File: src/rtl/imem_fetch_ctrl_if.sv
// Bundle of the fetch controller's ROM, redirect and decode-side signals.
// The master modport is the fetch controller's view; slave is the environment's view.
interface imem_fetch_ctrl_if #(
    parameter int N = 64
);
    logic         start;
    logic [5:0]   imem_addr;
    logic [31:0]  imem_q;
    logic         redirect_valid;
    logic [N-1:0] redirect_pc;
    logic [31:0]  instr;
    logic [N-1:0] instr_pc;
    logic         instr_valid;
    logic         instr_ready;
    logic         fault;
    logic [N-1:0] fault_pc;
    logic [15:0]  fetch_count;

    modport master (
        input  start, imem_q, redirect_valid, redirect_pc, instr_ready,
        output imem_addr, instr, instr_pc, instr_valid, fault, fault_pc, fetch_count
    );

    modport slave (
        output start, imem_q, redirect_valid, redirect_pc, instr_ready,
        input  imem_addr, instr, instr_pc, instr_valid, fault, fault_pc, fetch_count
    );
endinterface

File: src/rtl/imem_fetch_ctrl.sv
// Instruction-fetch sequencer: owns the PC, reads the 64-word ROM and buffers
// fetched words in a 2-entry queue toward decode, with redirect and range faults.
module imem_fetch_ctrl #(
    parameter int           N        = 64,
    parameter int           DEPTH    = 2,
    parameter logic [N-1:0] RESET_PC = '0
) (
    input  logic               clk,
    input  logic               reset,
    imem_fetch_ctrl_if.master  bus
);
    localparam logic [1:0] Depth = 2'(DEPTH);

    typedef enum logic [1:0] {IDLE, RUN, FAULT} state_t;

    state_t       state_q, state_d;
    logic [N-1:0] pc_q, pc_d;
    logic [31:0]  qInstr_q [2];
    logic [31:0]  qInstr_d [2];
    logic [N-1:0] qPc_q [2];
    logic [N-1:0] qPc_d [2];
    logic         rdPtr_q, rdPtr_d;
    logic         wrPtr_q, wrPtr_d;
    logic [1:0]   count_q, count_d;
    logic         fault_q, fault_d;
    logic [N-1:0] faultPc_q, faultPc_d;
    logic [15:0]  fetchCount_q, fetchCount_d;

    logic pop;
    logic canEnq;
    logic redirectBad;
    logic pcOutOfRange;

    assign pop          = bus.instr_valid && bus.instr_ready;
    assign canEnq       = (count_q < Depth) || ((count_q == Depth) && pop);
    assign redirectBad  = (bus.redirect_pc[1:0] != 2'b00) || (bus.redirect_pc[N-1:8] != '0);
    assign pcOutOfRange = (pc_q[N-1:8] != '0);

    // Both redirects and range faults empty the queue, so the queue is only
    // ever non-empty in RUN and instr_valid follows the count directly.
    always_comb begin
        state_d      = state_q;
        pc_d         = pc_q;
        qInstr_d     = qInstr_q;
        qPc_d        = qPc_q;
        rdPtr_d      = rdPtr_q;
        wrPtr_d      = wrPtr_q;
        count_d      = count_q;
        fault_d      = fault_q;
        faultPc_d    = faultPc_q;
        fetchCount_d = fetchCount_q;

        case (state_q)
            IDLE: begin
                if (bus.start) begin
                    state_d = RUN;
                end
            end
            RUN: begin
                if (bus.redirect_valid) begin
                    count_d = 2'd0;
                    rdPtr_d = 1'b0;
                    wrPtr_d = 1'b0;
                    if (redirectBad) begin
                        state_d   = FAULT;
                        fault_d   = 1'b1;
                        faultPc_d = bus.redirect_pc;
                    end else begin
                        pc_d = bus.redirect_pc;
                    end
                end else if (pcOutOfRange) begin
                    count_d   = 2'd0;
                    rdPtr_d   = 1'b0;
                    wrPtr_d   = 1'b0;
                    state_d   = FAULT;
                    fault_d   = 1'b1;
                    faultPc_d = pc_q;
                end else begin
                    if (pop) begin
                        rdPtr_d = ~rdPtr_q;
                    end
                    if (canEnq) begin
                        qInstr_d[wrPtr_q] = bus.imem_q;
                        qPc_d[wrPtr_q]    = pc_q;
                        wrPtr_d           = ~wrPtr_q;
                        pc_d              = pc_q + N'(4);
                        fetchCount_d      = fetchCount_q + 16'd1;
                    end
                    count_d = count_q + 2'(canEnq) - 2'(pop);
                end
            end
            FAULT: begin
                if (bus.redirect_valid) begin
                    if (redirectBad) begin
                        faultPc_d = bus.redirect_pc;
                    end else begin
                        fault_d = 1'b0;
                        pc_d    = bus.redirect_pc;
                        state_d = RUN;
                    end
                end
            end
            default: begin
                state_d = IDLE;
            end
        endcase
    end

    always_ff @(posedge clk) begin
        if (reset) begin
            state_q      <= IDLE;
            pc_q         <= RESET_PC;
            qInstr_q[0]  <= '0;
            qInstr_q[1]  <= '0;
            qPc_q[0]     <= '0;
            qPc_q[1]     <= '0;
            rdPtr_q      <= 1'b0;
            wrPtr_q      <= 1'b0;
            count_q      <= 2'd0;
            fault_q      <= 1'b0;
            faultPc_q    <= '0;
            fetchCount_q <= 16'd0;
        end else begin
            state_q      <= state_d;
            pc_q         <= pc_d;
            qInstr_q     <= qInstr_d;
            qPc_q        <= qPc_d;
            rdPtr_q      <= rdPtr_d;
            wrPtr_q      <= wrPtr_d;
            count_q      <= count_d;
            fault_q      <= fault_d;
            faultPc_q    <= faultPc_d;
            fetchCount_q <= fetchCount_d;
        end
    end

    assign bus.imem_addr   = pc_q[7:2];
    assign bus.instr       = qInstr_q[rdPtr_q];
    assign bus.instr_pc    = qPc_q[rdPtr_q];
    assign bus.instr_valid = (count_q != 2'd0);
    assign bus.fault       = fault_q;
    assign bus.fault_pc    = faultPc_q;
    assign bus.fetch_count = fetchCount_q;
endmodule

File: src/flat_wrapper.sv
// flat-port wrapper written by rule: the top's interface ports become plain ports
module imem_fetch_ctrl_flat 
#(
    parameter int           N        = 64,
    parameter int           DEPTH    = 2,
    parameter logic [N-1:0] RESET_PC = '0
)
  (clk, reset, bus_start, bus_imem_q, bus_redirect_valid, bus_redirect_pc, bus_instr_ready, bus_imem_addr, bus_instr, bus_instr_pc, bus_instr_valid, bus_fault, bus_fault_pc, bus_fetch_count);
  imem_fetch_ctrl_if #(.N(N)) bus_i ();
  input  logic clk;
  input  logic reset;
  input wire logic [$bits(bus_i.start)-1:0] bus_start;
  input wire logic [$bits(bus_i.imem_q)-1:0] bus_imem_q;
  input wire logic [$bits(bus_i.redirect_valid)-1:0] bus_redirect_valid;
  input wire logic [$bits(bus_i.redirect_pc)-1:0] bus_redirect_pc;
  input wire logic [$bits(bus_i.instr_ready)-1:0] bus_instr_ready;
  output wire logic [$bits(bus_i.imem_addr)-1:0] bus_imem_addr;
  output wire logic [$bits(bus_i.instr)-1:0] bus_instr;
  output wire logic [$bits(bus_i.instr_pc)-1:0] bus_instr_pc;
  output wire logic [$bits(bus_i.instr_valid)-1:0] bus_instr_valid;
  output wire logic [$bits(bus_i.fault)-1:0] bus_fault;
  output wire logic [$bits(bus_i.fault_pc)-1:0] bus_fault_pc;
  output wire logic [$bits(bus_i.fetch_count)-1:0] bus_fetch_count;
  assign bus_i.start = bus_start;
  assign bus_i.imem_q = bus_imem_q;
  assign bus_i.redirect_valid = bus_redirect_valid;
  assign bus_i.redirect_pc = bus_redirect_pc;
  assign bus_i.instr_ready = bus_instr_ready;
  assign bus_imem_addr = bus_i.imem_addr;
  assign bus_instr = bus_i.instr;
  assign bus_instr_pc = bus_i.instr_pc;
  assign bus_instr_valid = bus_i.instr_valid;
  assign bus_fault = bus_i.fault;
  assign bus_fault_pc = bus_i.fault_pc;
  assign bus_fetch_count = bus_i.fetch_count;
  imem_fetch_ctrl #(.N(N), .DEPTH(DEPTH), .RESET_PC(RESET_PC)) u_core (.clk(clk), .reset(reset), .bus(bus_i));
endmodule
File: config.mk
export PLATFORM = sky130hd
export DESIGN_NAME = imem_fetch_ctrl_flat
export DESIGN_NICKNAME = d
export VERILOG_FILES = /design/src/rtl/imem_fetch_ctrl_if.sv /design/src/rtl/imem_fetch_ctrl.sv /design/src/flat_wrapper.sv
export SDC_FILE = /design/constraint.sdc
export NUM_CORES = 1
export LEC_CHECK = 0
export BUFFER_PORTS_ARGS = -buffer_cell sky130_fd_sc_hd__buf_2
export CORE_MARGIN = 10
export CORE_UTILIZATION = 50
export DETAILED_ROUTE_END_ITERATION = 12
export PLACE_DENSITY = 0.74
export SETUP_SLACK_MARGIN = 0.2
export SLEW_MARGIN = 40
export SYNTH_ARGS = -nofsm -noshare
export SYNTH_HDL_FRONTEND = slang
export SYNTH_SLANG_ARGS = --single-unit
File: constraint.sdc
create_clock -name clk -period 3.6 [get_ports clk]
set_clock_uncertainty 0.15 [all_clocks]
set_input_delay 0 -clock clk [delete_from_list [all_inputs] [get_ports clk]]
set_output_delay 0 -clock clk [all_outputs]
set_load 0.01 [all_outputs]
==> reports/metrics.yaml <==
h-tree-depth: 2
crit_family: "buffers and inverters"
fin_crit_sh: 0.8613
startpoint_type: "flop"
power.density_mw_per_mm2: 588.4
path_buf_inv: 3
avgSynthCellArea_um2: 9.244
critical_path.max_stage_delay_ps: 580
cp.arrival_ps: 3340
stdcell_count: 2172
cts-buffers-inserted: 37
fillCellCount: 2161
min_period_ps: 3101
synth_top_area_frac: 0.5002
grt_pass1_wl_um: 64070
met1_length_um: 17050
ys_seq_elements: 343
numPortBuffers: 284
track_usage: 0.2271
synth_warnings: 0
dr_wl_met3_um: 3203
hold_viol_final: 0
dpl.hpwl_um: 26020
slew-limit-headroom: 0.4716
vias: 12172
tightest_slew_ps: 792.7
cts_tree: "yes"
ys.flop_type: "dfxtp_1"
crit_chain: "nor4_1 > nand2_1 > nor3_4 > buf_4 > nand4_1 > buf_4 > mux2i_1 > nor2_1 > dlygate4sd3_1"
required_ps: 3840
setup_ws_ps: 499.2
drt-initial-drc-count: 1076
avgViaCountPerCell: 5.604
place.gp.congestion: 0.8314
synth-edff-count: 0
top_layer: "met4"
holdCritPathClass: "in -> reg"
grt_max_degree: 122
synthesis.nets: 1594
end_kind: "flop"
dr.pass1.iters: 5
synth_area_leaders: "dfxtp_1 (50%), mux2_2 (7.9%), and3_1 (5.2%)"
die_y_um: 185.7
cp_max_fo: 63
dp_cells: 1999
ys_types: 48
wl_per_cell_um: 18.73
routed_wl_um: 40680
syn-cell-area_mm2: 0.01373
antenna_left: 0
grt_overflow: 0
syn_inst: 1485
drc: 0
clk_path_buf_depth: 3
path_clk_slew_ps: 60
core_mm2: 0.02695
syn_to_final_growth_pct: 27.86
ys_seq_area_frac: 0.5002
power_leakage_nw: 8.251
fp-row-count: 60
root_buffer: "clkbuf_16"
slew_violations: 0
async_flop_share: 0
clk_latency_ps: 510
grt_setup_unrepaired: "no"
cts.sinks: 343
antenna_found_initial: 0
grt_pass1_vias: 11924
yosys.area.top_type: "dfxtp_1"
routed-wl-met2_um: 19340
worst-setup-path-type: "reg -> reg"
max_freq_mhz: 322.5
tns_ps: 0
cap_violations: 0
crit_top_cell: "buf_4"
start_util: 0.5093
status: "finished, final reports clean"
setup_violations: 0
fp.dieW_um: 185.7
drive_gt1_frac: 0.2635
slowest_stage: "dlygate4sd3_1"
fin_nets: 1913
die_area_mm2: 0.03448
peakVddDrop_mv: 0.3415
boundaryPins: 285
preCtsSetupSlack_ps: 752.2
-- metal layers --
| layer | vias to the layer above | track usage |
|---|---|---|
| met5 | - | 0 |
| met2 | 449 | 0.3745 |
| met1 | 5781 | 0.2856 |
| li1 | 5856 | - |
| met3 | 86 | 0.05596 |
| met4 | 0 | 0.07256 |
-- synth_stat cells, drive strengths merged (5+ instances only) --
| master | instances |
|---|---|
| nand3 | 14 |
| inv | 13 |
| ha | 8 |
| o21ai | 13 |
| and3 | 114 |
| a21oi | 124 |
| o221a | 5 |
| and2 | 54 |
| or3 | 5 |
| o21a | 56 |
| nor3 | 115 |
| or4 | 11 |
| nand4 | 20 |
| o31ai | 11 |
| buf | 21 |
| nor2 | 115 |
| nor4 | 32 |
| nand2 | 110 |
| dfxtp | 343 |
| a211oi | 7 |
| mux2i | 44 |
| clkbuf | 111 |
| xor2 | 5 |
| nor3b | 7 |
| mux2 | 96 |
-- through the flow --
step	hold slack (ps)	power, mW	instance area [um2]	utilization
after detailed placement	102.6	6.542	15270	0.5664
after CTS	108.7	10.36	17500	0.6495
after floorplan	-14.04	5.800	13730	-
final	138.2	10.33	17550	0.6513
after global routing	129.5	10.82	17550	0.6511
after global placement	96.28	6.497	15270	0.5664
-- worst reg2reg max path, delay by kind of cell, from the launching register on --
kind | cells | cell delay (ps)
buffers and inverters | 3 | 1140
DFF | 1 | 340
muxes | 1 | 260
and+or+nand+nor | 5 | 1090
-- sequential cells by signal (all words and copies together) (netlist names) --
signal,flops
u_core.bus.fault,1
u_core.bus.fault_pc,64
u_core.bus.fetch_count,16
u_core.count_q,2
u_core.pc_q,64
u_core.qInstr_q,64
u_core.qPc_q,128
u_core.rdPtr_q,1
u_core.state_q,2
u_core.wrPtr_q,1
-- logic make-up (layout without fill, tap and decap cells) --
group           Yosys count  after routing  synth area share
simple gates            609            609            0.2299
flops                   343            343            0.5002
buf+inv                 145            489           0.04266
xor+xnor                  9              9          0.005742
mux                     140            140            0.1108
other cells               0              2                 0
compound gates          231            231            0.1034
fa+ha+maj                 8              8          0.007292
-- power breakdown --
group	internal (mW)	leakage (nW)	switching, mW
combinational	0.904	4.88	1.34
sequential	4.11	2.77	0.239
clock	2.23	0.599	1.50
total	7.25	8.25	3.08
-- repair_timing --
| item | CTS | global route |
|---|---|---|
| gates resized for setup | 0 | 2 |
| hold buffers | 103 | 0 |
| buffers inserted | 0 | 4 |
| endpoints found under the setup margin | 0 | 3 |
| hold endpoints to repair | 165 | 0 |
-- final cells by class --
cell class | count | area [um2] | area share
clock inverters | 10 | 85.08 | 0.004847
flip-flops and latches | 343 | 6870 | 0.3914
multi-input cells | 997 | 6319 | 0.3600
clock buffers | 54 | 1122 | 0.06394
well taps | 341 | 426.7 | 0.02431
inverters | 13 | 48.80 | 0.002780
diodes | 2 | 5.005 | 0.0002851
repair buffers | 412 | 2675 | 0.1524
-- worst paths after layout --
check / from / endpoint / slack (ps) / cells past startpoint
setup reg to reg: u_core.pc_q[22] / u_core.qInstr_q[1] / 500 / 9
hold / removal: bus_imem_q[4] / u_core.qInstr_q[4] / 140 / 4
hold reg to reg: u_core.qPc_q[68] / u_core.qPc_q[68] / 300 / 2
setup / recovery: u_core.pc_q[22] / u_core.qInstr_q[1] / 500 / 9
-- cell usage in the layout, fill, tap and decap left out, types with 5 or more instances in the layout --
cell           synthesis  layout
o221a_2                5       5
nand3_1               14      14
a211oi_1               7       7
o31ai_1               11      11
ha_1                   8       8
o21ai_0               13      13
a21oi_1              124     123
dlygate4sd3_1          0     103
clkbuf_1             111       6
nand2_1              110     109
or3_1                  5       5
clkinv_2               0       6
clkbuf_16              0      39
nand4_1               19      19
buf_2                  9     283
and2_1                54      54
clkbuf_8               0       9
nor2_1               115     113
and3_1               114     114
dfxtp_1              343     342
mux2i_1               44      44
or4_1                 11      11
nor3b_1                7       7
nor4_1                31      31
o21a_1                56      56
nor3_1               115     114
buf_4                  6      22
mux2_2                96      96
xor2_1                 5       5
inv_1                 13      12
No activity file was read; power rests on OpenSTA's default activity.
